## src/rtl/reg_bank16.sv

```systemverilog
// reg_bank16: sixteen-entry register bank with a per-entry reservation scoreboard.
// Drives the packed read-mux bus and flags issue stalls on reservation conflicts.
module reg_bank16 #(
  parameter int unsigned WIDTH         = 64,
  parameter bit          HARDWIRE_ZERO = 1'b0
) (
  input  logic                   clk,
  input  logic                   reset,
  input  logic                   wr_en,
  input  logic [3:0]             wr_addr,
  input  logic [WIDTH-1:0]       wr_data,
  input  logic                   rsv_en,
  input  logic [3:0]             rsv_addr,
  output logic [15:0][WIDTH-1:0] q,
  output logic [15:0]            busy,
  output logic [4:0]             busy_count,
  output logic                   rsv_stall
);

  logic [15:0] busy_q, busy_d;
  logic [4:0]  cnt_q, cnt_d;
  logic        wr_zero, rsv_zero;
  logic        wr_eff, rsv_eff;
  logic        same;
  logic        set_new, rel_old;
  logic [15:0] wr_hit, rsv_hit;

  assign wr_zero  = HARDWIRE_ZERO && (wr_addr == 4'd15);
  assign rsv_zero = HARDWIRE_ZERO && (rsv_addr == 4'd15);
  assign same     = (wr_addr == rsv_addr);

  assign rsv_stall = rsv_en & busy_q[rsv_addr] & ~(wr_en & same);

  assign wr_eff  = wr_en & ~wr_zero;
  assign rsv_eff = rsv_en & ~rsv_stall & ~rsv_zero;

  assign wr_hit  = wr_eff  ? (16'd1 << wr_addr)  : 16'd0;
  assign rsv_hit = rsv_eff ? (16'd1 << rsv_addr) : 16'd0;

  // Release first, then reserve: a same-entry pair nets to still-busy.
  assign busy_d = (busy_q & ~wr_hit) | rsv_hit;

  assign set_new = rsv_eff & ~busy_q[rsv_addr];
  assign rel_old = wr_eff & busy_q[wr_addr] & ~(rsv_eff & same);
  assign cnt_d   = cnt_q + {4'd0, set_new} - {4'd0, rel_old};

  always_ff @(posedge clk) begin
    if (reset) begin
      busy_q <= '0;
      cnt_q  <= '0;
    end else begin
      busy_q <= busy_d;
      cnt_q  <= cnt_d;
    end
  end

  for (genvar i = 0; i < 16; i++) begin : g_ent
    if (HARDWIRE_ZERO && i == 15) begin : g_zero
      assign q[i] = '0;
    end else begin : g_reg
      logic [WIDTH-1:0] data_q;
      always_ff @(posedge clk) begin
        if (reset)
          data_q <= '0;
        else if (wr_hit[i])
          data_q <= wr_data;
      end
      assign q[i] = data_q;
    end
  end

  assign busy       = busy_q;
  assign busy_count = cnt_q;

endmodule
```

## config.mk

```make
export PLATFORM = sky130hd
export DESIGN_NAME = reg_bank16
export DESIGN_NICKNAME = d
export VERILOG_FILES = /design/src/rtl/reg_bank16.sv
export SDC_FILE = /design/constraint.sdc
export NUM_CORES = 2
export LEC_CHECK = 0
export CAP_MARGIN = 20
export CORE_AREA = 2 2 440 442
export CTS_CLUSTER_DIAMETER = 150
export DETAILED_ROUTE_END_ITERATION = 10
export DIE_AREA = 0 0 442 444
export SETUP_SLACK_MARGIN = 0.5
export SLEW_MARGIN = 20
export SYNTH_ARGS = -nofsm -noshare
export SYNTH_HDL_FRONTEND = slang
export SYNTH_SLANG_ARGS = --single-unit
```

## constraint.sdc

```tcl
create_clock -name clk -period 5.1 [get_ports clk]
set_input_delay 0.765 -clock clk [delete_from_list [all_inputs] [get_ports clk]]
set_output_delay 0.765 -clock clk [all_outputs]
set_load 0.005 [all_outputs]
```

## After elaboration in Yosys (flattened, before gate mapping)

Index checks and enable logic that the tools add are counted.

- Register bits: 1045
- Bits of input ports: 76
- Output and inout bits: 1046
- Logic and storage cells: 46

- Add/sub/neg operators: 2
- $lt $le $gt $ge: 2
- Eq/ne operators: 1
- Shift-type cells: 2
- Mux-type cells: 6
- Bitwise logic cells: 15

Operator list:

| kind | count |
|---|---|
| 2-to-1 mux 16 bit | 2 |
| left shift 1 x 4 -> 16 bit, first input constant | 2 |
| bitwise AND 16 bit | 1 |
| NOT 16 bit | 1 |
| bitwise OR 16 bit | 1 |
| less-than comparator 4 x 5 -> 1 bit, second input constant | 2 |
| bitwise AND 1 bit | 8 |
| binary-select mux 1 bit (select 4 bit) | 2 |
| adder 5 x 1 -> 5 bit | 1 |
| subtractor 5 x 1 -> 5 bit | 1 |
| == test 4 bit | 1 |
| NOT 1 bit | 4 |
| 2-to-1 mux 1 bit | 2 |

## Depth between registers and ports, before layout

- Depth in word-level cells: 10
- Depth in mapped cells: 13
- Mapped depth without buffers: 12

## Worst setup path after synthesis

No wires, ideal clock.

- Kind: in2reg
- Start: input port rsv_addr[1]
- End: register cnt_q[4], in the netlist busy_count[4]
- Setup time: 128 ps
- Arrival: 3258 ps
- Data required time: 4972 ps
- Slack: 1714 ps
- Cell stages on the path: 13
- Path buffers: 1
- Cells stage by stage: buf_2 mux4_2 mux2i_1 mux2i_1 nand2b_1 ha_1 inv_1 ha_1 fa_1 a21o_1 a21oi_1 xnor2_1 nor2_1

- Cells in the longest elaborated chain, start to end: 10
- Elaborated cells between the ends (all ways): 16
- Those cells by class: add/sub: 2; eq/ne: 1; mux: 2; bitwise: 11

Ends and longest elaborated chain:

| element | RTL line | source |
|---|---|---|
| from (decl) | 13 | `input logic [3:0] rsv_addr,` |
| branches (longest 9 deep; another with adder 5 x 1 -> 5 bit) | - |  |
| subtractor 5 x 1 -> 5 bit (*) | 45 | `assign cnt_d = cnt_q + {4'd0, set_new} - {4'd0, rel_old};` |
| to (signal assigned) | 53 | `cnt_q <= cnt_d;` |
| to (decl) | 21 | `logic [4:0] cnt_q, cnt_d;` |

Mark *: on every way between the ends. The select of a mux whose other input is x is not followed.
A chain may end at the register's enable or synchronous reset.

## Final worst setup path

- Start: input port rsv_addr[2]
- End: output port rsv_stall

- Cells in the longest elaborated chain, start to end: 4
- Elaborated cells between the ends (all ways): 7
- Those cells by class: eq/ne: 1; mux: 2; bitwise: 4

Ends and longest elaborated chain:

| element | RTL line | source |
|---|---|---|
| binary-select mux 1 bit (select 4 bit) / == test 4 bit (equally long branches) | 32, 30 |  |
| 2-to-1 mux 1 bit (implied by the code) / bitwise AND 1 bit (equally long branches) | 32 | `assign rsv_stall = rsv_en & busy_q[rsv_addr] & ~(wr_en & same);` |
| bitwise AND 1 bit / NOT 1 bit (equally long branches) | 32 |  |
| bitwise AND 1 bit (*) | 32 |  |
| to (decl) | 17 | `output logic rsv_stall` |

Every way passes the cells marked *; elsewhere a longest branch is shown, timed or not. The select of a mux whose other input is x is not followed.

==> impl_metrics.tcl <==
set metrics [dict create \
    cts_tree "yes" \
    p_sw_w 0.00459 \
    syn_area_sq_um 36900 \
    finalWorstSetupSlack_ps 1090 \
    holdPathEnd "g_ent[4].g_reg.data_q[24]" \
    crit_path_start_kind "input port" \
    cellLeakagePower_nw 17.5 \
    arrival_ps 3240 \
    rows 161 \
    required_ps 4340 \
    rrSetupSlack_ps 1970 \
    crit_type "in2out" \
    slowest_delay_ps 910 \
    ys.flop_type "dfxtp_1" \
    ys_seq_area_share_pct 56.7 \
    drive_gt1_share_pct 6.44 \
    fin_nets 5688 \
    ant_nets 0 \
    drc 0 \
    fin_crit_sh_pct 78.6 \
    rsz0062_at_grt "false" \
    gr-max-usage-layer "met2" \
    grt_use_met2_pct 29.9 \
    boundaryPins 1122 \
    fin_skew_ps 53.2 \
    cts-root-buf "clkbuf_16" \
    rr_worst_depth 12 \
    path_clk_slew_ps 60 \
    timing.rr.start "busy[9]" \
    port-buffer-count 1121 \
    drt_iter0_drc 3295 \
    area_growth_pct 47.3 \
    antenna_found_initial 23 \
    cp_top_family "buffers and inverters" \
    final_cell_mix "nand2_1, clkdlybuf4s50_1, dfxtp_1" \
    clockPowerShare_pct 47.8 \
    dr.pass1.iters 6 \
    max_clock_freq_mhz 250 \
    grt_use_met1_pct 21.6 \
    ir_drop_v 0.000297 \
    power_density_nw_per_um2 337 \
    final_common_cell "nand2_1" \
    htreeDepth 3 \
    synth_edf_count 0 \
    crit_start "rsv_addr[2]" \
    dpl-instance-area_sq_um 50400 \
    hold_viol_final 0 \
    fin_area_sq_um 54400 \
    gr-total-overflow 0 \
    finalMaxSlewViolations 0 \
    fillCellCount 20316 \
    grt_max_degree 235 \
    ctsResizeCount 0 \
    syn-num-nets 4818 \
    die_h_um 444 \
    min_path_cells 2 \
    combPwrFrac_pct 6.7 \
    grtUsageTotal_pct 18.2 \
    cts_buffer_depth 3 \
    grt_first_pass_wirelength_um 258000 \
    layout_min_cycle_time_ps 4010 \
    synth_cell_types 35 \
    num_vias 36696 \
    crit_path_end_kind "output port" \
    hold_start "g_ent[4].g_reg.data_q[24]" \
    ys_ff_latch 1045 \
    seq_power_share_pct 45.5 \
    p_sw_share_pct 25.0 \
    cts_setup_buffers 0 \
    max_cap_violations 0 \
    crit_buf_inv 2 \
    core-area_sq_um 192000 \
    grt_pass1_vias 33714 \
    grt_util_met3_pct 5.20 \
    cts_sinks 1045 \
    netlist_instances 4736 \
    dieArea_sq_um 196000 \
    place_ws_ps 838 \
    hold_class "reg2reg" \
    setup_viol 0 \
    start_util_pct 19.3 \
    slew-limit-headroom_pct 15.7 \
    yosys_warnings 0 \
    internal_power_w 0.0138 \
    die_w_um 442 \
    cts_made_buffers 115 \
    synthArstFlopShare_pct 0 \
    fin_cells 8241 \
    wirelength_um 190000 \
    dp_hpwl_um 128000 \
    worst_pin_slew_ps 1260 \
    wl_per_cell_um 23.0 \
    rr_endpoint "busy_count[4]" \
    fin_setup_tns_ps 0 \
    slowest_stage "clkdlybuf4s50_1" \
    postCtsHoldBufs 0 \
    clk_latency_ps 760 \
    crit_chain "clkdlybuf4s50_1 -> mux4_2 -> mux2i_1 -> mux2i_1 -> and3_1 -> clkdlybuf4s50_1" \
    dp.cells 8015 \
    gp_congestion 0.879 \
    vias_per_cell 4.45 \
    path_max_fanout 17 \
    outcome "finished, final reports clean" \
    synth_area_per_cell_sq_um 7.80 \
]
-- power groups by stage --
stage | Combinational [W] | Sequential, W | Clock, W
3_3_place_gp | 0.00123 | 0.00852 | 0
3_5_place_dp | 0.00123 | 0.00853 | 0
6_report | 0.00123 | 0.00835 | 0.00877
2_1_floorplan | 0.000505 | 0.00853 | 0
5_1_grt | 0.00129 | 0.00836 | 0.00923
4_1_cts | 0.00124 | 0.00835 | 0.00892
-- cells by family after synthesis --
| group | share of synthesized area [%] |
|---|---|
| multiplexers | 0.705 |
| XOR/XNOR | 0.190 |
| AO/OA/AOI/OAI | 14.5 |
| adder cells (fa/ha/maj) | 0.224 |
| buffers and inverters | 5.60 |
| AND/OR/NAND/NOR | 22.2 |
| flip-flops | 56.7 |
-- cells in the mapped netlist, drive strengths merged (2+ instances only) --
cell type  number  area, sq um
nor3b           2         15.0
nand2b         11         68.8
o32ai          10         87.6
nor2b           6         37.5
and3            3         18.8
a21oi        1030         5200
ha              5         62.6
inv            10         37.5
nand3           7         35.0
clkbuf        292         1100
nand3b          8         60.1
mux2i           8         80.1
and3b           2         17.5
a21o            2         15.0
xnor2           2         17.5
nor3            5         41.3
xor2            6         52.6
buf           175          935
o41ai           2         17.5
nor2           18         72.6
nand2        2071         7770
o21ai           3         15.0
mux4            8          180
dfxtp        1045        20900
-- cell type report --
class	count	area, sq um	area share [%]
flip-flops and latches	1045	20900	38.5
inverters	10	37.5	0.0690
clock buffers	160	3290	6.04
clock inverters	52	713	1.31
multi-input cells	3214	14200	26.0
well taps	2526	3160	5.81
repair buffers	1220	12100	22.2
diodes	14	35.0	0.0644
-- sequential cells by signal (all words and copies together), names as in the netlist --
name / count
g_ent.g_reg.data_q: 1024
busy: 16
busy_count: 5
-- metrics by stage --
step	power [W]	utilization, %	hold slack [ps]
detailed placement	0.00976	26.3	445
CTS	0.0185	28.4	443
global route	0.0189	28.4	467
global placement	0.00975	26.3	440
floorplan	0.00903	-	453
finish	0.0184	28.4	451
-- metal layers --
layer	part of all wire (%)	up-vias	wire, um
li1	-	16842	-
met1	39	17620	74100
met2	47	1818	89100
met3	9.0	414	17000
met4	5.1	2	9720
met5	0.0068	-	13
-- worst max-delay path by stage --
| stage | slack, ps | to | cells past startpoint |
|---|---|---|---|
| 4_1_cts | 1130 | rsv_stall | 6 |
| 2_1_floorplan | 1710 | busy_count[4] | 13 |
| 3_3_place_gp | 840 | busy_count[4] | 13 |
| 5_1_grt | 1010 | rsv_stall | 6 |
| 3_5_place_dp | 840 | busy_count[4] | 13 |
| 6_report | 1090 | rsv_stall | 6 |
-- worst reg2reg max path: stages (launching register included) --
cell and delay [ps]:
dfxtp_1 440, mux4_2 520, mux2i_1 210, mux2i_1 130, nand2b_1 180, ha_1 290
inv_1 50, ha_1 200, fa_1 410, a21o_1 190, a21oi_1 190, xnor2_1 150
nor2_1 50
(Power assumes the default switching activity.)
